File: src/rtl/scpad_tail_q.sv
// Scratchpad response tail queue: splits one response stream into per-destination FIFOs.
// Each destination's FIFO drains independently, and out-of-range sources are dropped and flagged.
module scpad_tail_q #(
    parameter int                        SCPAD_ID_WIDTH = 4,
    parameter logic [SCPAD_ID_WIDTH-1:0] IDX            = '0,
    parameter int                        NUM_SRC        = 2,
    parameter int                        DEPTH          = 4,
    parameter int                        DATA_W         = 256,
    localparam int                       SRC_W          = (NUM_SRC > 2) ? $clog2(NUM_SRC) : 1,
    localparam int                       CNT_W          = $clog2(DEPTH) + 1
) (
    input  logic                        clk,
    input  logic                        rst,
    input  logic                        in_valid,
    input  logic                        in_write,
    input  logic [SRC_W-1:0]            in_src,
    input  logic [DATA_W-1:0]           in_rdata,
    output logic                        in_ready,
    output logic [NUM_SRC-1:0]          out_valid,
    output logic [NUM_SRC-1:0]          out_write,
    output logic [NUM_SRC*DATA_W-1:0]   out_rdata,
    input  logic [NUM_SRC-1:0]          out_ready,
    output logic [NUM_SRC*CNT_W-1:0]    occ,
    output logic                        err_bad_src,
    output logic [SCPAD_ID_WIDTH-1:0]   err_idx
);

    localparam int PTR_W = $clog2(DEPTH);

    typedef struct packed {
        logic              write;
        logic [DATA_W-1:0] rdata;
    } entry_t;

    entry_t            mem_q    [NUM_SRC][DEPTH];
    entry_t            mem_d    [NUM_SRC][DEPTH];
    logic [PTR_W-1:0]  wr_ptr_q [NUM_SRC];
    logic [PTR_W-1:0]  wr_ptr_d [NUM_SRC];
    logic [PTR_W-1:0]  rd_ptr_q [NUM_SRC];
    logic [PTR_W-1:0]  rd_ptr_d [NUM_SRC];
    logic [CNT_W-1:0]  occ_q    [NUM_SRC];
    logic [CNT_W-1:0]  occ_d    [NUM_SRC];
    logic              err_bad_src_q;
    logic              err_bad_src_d;

    logic               src_bad;
    logic               push;
    logic [NUM_SRC-1:0] full;
    logic [NUM_SRC-1:0] push_s;
    logic [NUM_SRC-1:0] pop_s;
    entry_t             in_entry;

    assign err_idx = IDX;

    // in_ready looks only at occupancy, never at out_ready, so a full FIFO stays closed even while it pops.
    always_comb begin
        // NOTE: every combinational output gets a default first so no path leaves it unassigned (no latch).
        src_bad  = int'(in_src) >= NUM_SRC;
        in_ready = 1'b0;
        for (int s = 0; s < NUM_SRC; s++) begin
            full[s] = (occ_q[s] == CNT_W'(DEPTH));
        end
        if (!rst) begin
            in_ready = src_bad ? 1'b1 : !full[in_src];
        end
        push     = in_valid && in_ready && !src_bad;
        in_entry = '{write: in_write, rdata: in_write ? '0 : in_rdata};
    end

    always_comb begin
        mem_d         = mem_q;
        err_bad_src_d = err_bad_src_q | (in_valid & in_ready & src_bad);
        for (int s = 0; s < NUM_SRC; s++) begin
            push_s[s]   = push && (in_src == SRC_W'(s));
            pop_s[s]    = (occ_q[s] != '0) && out_ready[s];
            wr_ptr_d[s] = wr_ptr_q[s] + PTR_W'(push_s[s]);
            rd_ptr_d[s] = rd_ptr_q[s] + PTR_W'(pop_s[s]);
            occ_d[s]    = occ_q[s] + CNT_W'(push_s[s]) - CNT_W'(pop_s[s]);
            if (push_s[s]) begin
                mem_d[s][wr_ptr_q[s]] = in_entry;
            end
        end
    end

    // Head outputs are forced to zero when empty, so stale storage never leaks out.
    always_comb begin
        out_valid = '0;
        out_write = '0;
        out_rdata = '0;
        occ       = '0;
        for (int s = 0; s < NUM_SRC; s++) begin
            out_valid[s] = (occ_q[s] != '0);
            if (out_valid[s]) begin
                out_write[s]                  = mem_q[s][rd_ptr_q[s]].write;
                out_rdata[s*DATA_W +: DATA_W] = mem_q[s][rd_ptr_q[s]].rdata;
            end
            occ[s*CNT_W +: CNT_W] = occ_q[s];
        end
    end

    assign err_bad_src = err_bad_src_q;

    always_ff @(posedge clk) begin
        // NOTE: state registers use non-blocking assignments so every flop samples pre-edge values.
        if (rst) begin
            for (int s = 0; s < NUM_SRC; s++) begin
                wr_ptr_q[s] <= '0;
                rd_ptr_q[s] <= '0;
                occ_q[s]    <= '0;
            end
            err_bad_src_q <= 1'b0;
        end else begin
            wr_ptr_q      <= wr_ptr_d;
            rd_ptr_q      <= rd_ptr_d;
            occ_q         <= occ_d;
            err_bad_src_q <= err_bad_src_d;
        end
    end

    // NOTE: storage is not reset; entries are only visible through occ, which is reset.
    always_ff @(posedge clk) begin
        mem_q <= mem_d;
    end

endmodule

File: config.mk
export PLATFORM = sky130hd
export DESIGN_NAME = scpad_tail_q
export DESIGN_NICKNAME = d
export VERILOG_FILES = /design/src/rtl/scpad_tail_q.sv
export SDC_FILE = /design/constraint.sdc
export NUM_CORES = 2
export LEC_CHECK = 0
export BUFFER_PORTS_ARGS = -buffer_cell sky130_fd_sc_hd__buf_2
export CAP_MARGIN = 25
export CORE_MARGIN = 10
export CORE_UTILIZATION = 47
export CTS_BUF_LIST = sky130_fd_sc_hd__clkbuf_2 sky130_fd_sc_hd__clkbuf_4 sky130_fd_sc_hd__clkbuf_8
export CTS_CLUSTER_SIZE = 8
export DETAILED_ROUTE_END_ITERATION = 8
export GPL_TIMING_DRIVEN = 0
export PLACE_DENSITY = 0.75
export SLEW_MARGIN = 20
export SYNTH_ARGS = -nofsm -noshare
export SYNTH_HDL_FRONTEND = slang
export SYNTH_SLANG_ARGS = --single-unit
export TNS_END_PERCENT = 20
File: constraint.sdc
create_clock -name clk -period 36.2 [get_ports clk]
set_clock_uncertainty 0.2 [all_clocks]
set_input_delay 1.81 -clock clk [delete_from_list [all_inputs] [get_ports clk]]
set_output_delay 1.81 -clock clk [all_outputs]
set_load 0.005 [all_outputs]
==> impl_results.md <==
- Yosys cell types: 26
- DP Area: 0.0898 sq mm
- WHS: 0.431 ns
- Starting Density: 47.3%
- Leakage Power: between 0.03 and 0.04 uW
- H-Tree Depth: 5
- Number of remaining DRC errors: 0
- Worst setup SP type: flip-flop
- Cell area power density: between 60 and 70 mW/mm^2
- Die area: 0.188 sq mm
- Fill count: 12344
- Primary FF master, synth: edfxtp_1
- Hold Vio Cnt, Final: 0
- Period minus WS final: 5.83 ns
- Status: complete, no violations
- Clock Root Buffer: clkbuf_8
- Synthesized instance count: 3619
- CP cell instances: or3_1, buf_2, clkbuf_2, clkbuf_1, and2_1, buf_2
- Initial drt markers: 4171
- Flop-to-flop setup slack: between 30 and 40 ns
- CTS tree: done
- RSZ-0062 raised after global routing: no
- Synth Cell Area: ~0.08 sq mm
- Top cell type's share of synthesized area: about three quarters
- Arr. time, crit path: 3.82 ns
- Initial antenna violation count: 31
- Adder-cell share of the synthesized area: 0.175%
- Inst Count DP: 7048
- Die height: about 430 um
- Antenna Nets Post-Route: 0
- Clock Tree Buf Depth: 4
- Worst Setup EP: out_rdata[463]
- Routability cong.: 0.797
- CORE AREA: 0.169 sq mm
- Cts hold-fix bufs: 0
- Worst reg2reg path depth: 14
- Non-filler cells, final: 7625
- NumNets Final: 5449
- Most common cell in the netlist: edfxtp_1
- Sink Count: 2070
- Fin Setup TNS: 0 ns
- Post-Layout Inst Area: 0.0961 sq mm
- Tot Pwr: 6560 uW
- Largest net degree at the start of global routing: 17
- Layout area overhead: 19.8%
- Worst reg2reg startpoint: occ[4]
- CP startpoint: occ[4]
- Hold wc startpoint: wr_ptr_q[1]
- Clk pin slew, worst setup/hold paths: ~0.06 ns
- Overflow after GRT: 0
- Maxcap violations: 0
- First-pass GRT wire length: 308000 um
- Layout cell share with drive strength beyond 1: 43.8%
- Combinational family with the most area after synthesis: multiplexers
- Post-synthesis sequential area ratio: 77.3%
- HPWL after DPL: 157000 um
- Peak supply drop: 44.5 uV
- Worst r2r dst: mem_q[641]
- Vias/cell: 5.54
- Setup CP Type: reg -> out
- Post-Route WL: about 210000 um
- Synth async-reset ratio: 0%
- Final setup viols: 0
- CTS resizes: 0
- Nature of the critical path endpoint: primary output
- Max-slew headroom: ~34%
- # IOs: 791
- Row Count: 151
- Multiplexer share of the synthesized area: between 10 and 15%
- Worst Path Required: 34.19 ns
- Synth area leader: edfxtp_1
- Total number of yosys warnings: 0
- Slowest cell delay on critical path: 0.65 ns
- Via Count: 42273
- Simple-gate portion of the synthesized area: between 6 and 7%
- Xor-xnor portion of the synthesized cell area: less than 1%
- CP Max Fanout: 10
- Syn_area_per_cell: 22.2 sq um
- Crit-path slowest cell: clkbuf_1
- Inserted Clock Buffers: 344
- Worst hold path type: reg -> reg
- Aggregate global-route resource usage: 22.5%
- Vias in the first global route: 43873
- Most frequent CP cell: buf_2
- Drt pass-1 iters: 6
- Worst Tran Pin Value: 0.986 ns
- Post-synth EDFFs: 2056
- Slew Viols, Final: 0
- Die extent in x: 433 um
- Port Buffers: 785
- Synthesized flop and latch total: 2070
- Post CTS Setup Buffer Count: 0
- Peak Freq: 172 MHz
- Commonest cells in the synthesized netlist: edfxtp_1 (2056), and2_1 (516), mux4_2 (514)
- Wire length per cell: between 20 and 30 um
- Skew-Pair Late Insertion Delay: 1.05 ns
- Leading post-synthesis cells by cell area: edfxtp_1 (77%), mux4_2 (14%), and2_1 (4.0%)
- Final period utilization: 16.1%
- Compound-Gate Fraction of Synth Area: 0.00936%
worst min-delay path by stage:
stage	to	slack, ns	cells past startpoint
2_1_floorplan	wr_ptr_q[1]	0.33	2
3_3_place_gp	wr_ptr_q[3]	0.35	2
3_5_place_dp	wr_ptr_q[1]	0.40	2
4_1_cts	wr_ptr_q[1]	0.41	2
5_1_grt	wr_ptr_q[3]	0.44	2
6_report	wr_ptr_q[1]	0.43	2
cell usage in the layout (no fill, tap or decap), types with 2 or more instances in the layout:
master,instances
dfxtp_1,14
nor2_1,10
bufinv_16,4
fa_1,2
ha_1,8
and2_1,516
xnor2_1,4
clkinv_2,14
nor4bb_4,2
nor4_2,2
or3_1,2
or2_2,2
clkbuf_4,123
buf_2,1082
clkinvlp_4,6
buf_6,85
buf_8,15
nor4b_2,4
clkinv_1,51
xnor3_1,2
inv_1,4
clkbuf_2,9
edfxtp_1,2056
inv_6,4
diode_2,24
buf_16,3
conb_1,5
nor2b_1,262
buf_4,137
mux4_2,514
clkbuf_1,84
clkbuf_8,350
metal layers:
layer / part of all wire (%) / wire (um) / GRT usage [%] / vias to the layer above
li1: - / - / - / 17720
met1: 37 / 78600 / 28.0 / 22126
met2: 50 / 107000 / 36.8 / 1984
met3: 7.4 / 15900 / 4.77 / 441
met4: 5.8 / 12500 / 12.7 / 2
met5: 0.0033 / 7 / 0 / -
power breakdown:
group | internal (uW) | switching, uW | total [uW]
combinational | 861 | 1080 | 1940
sequential | 2690 | 14.8 | 2710
clock | 1040 | 871 | 1910
total | 4590 | 1970 | 6560
flip-flops by register name (all words and copies together), names as in the netlist:
name and count:
mem_q 2056, occ 6, rd_ptr_q 4, wr_ptr_q 4
worst max-delay path, delay by kind of cell, from the launching register on:
family / cells / cell delay, ns
buffers and inverters: 4 / 1.83
and+or+nand+nor: 2 / 0.46
DFF: 1 / 0.46
area by class of cell:
class	instances	area (sq um)	area share, %
Clock buffer	473	5740	5.97
Buffer	208	1340	1.39
Tap cell	2218	2780	2.89
Timing Repair Buffer	1207	6730	7.01
Antenna cell	24	60.1	0.0625
Multi-Input combinational cell	1341	16900	17.6
Sequential cell	2070	62000	64.5
Inverter	4	15.0	0.0156
Clock inverter	80	473	0.492
through the flow:
stage	setup WS (ns)	util, %
finish	30.37	56.7
global route	30.18	56.7
CTS	30.13	56.7
detailed placement	29.89	53.0
global placement	-21.98	51.3
floorplan	5.94	-
kinds of logic after synthesis:
logic type | count (synthesis)
flip-flops | 2070
AND/OR/NAND/NOR | 805
multiplexers | 514
buffers and inverters | 212
adder cells (fa/ha/maj) | 10
XOR/XNOR | 6
other | 1
AO/OA/AOI/OAI | 1
No activity file was read; power rests on OpenSTA's default activity.
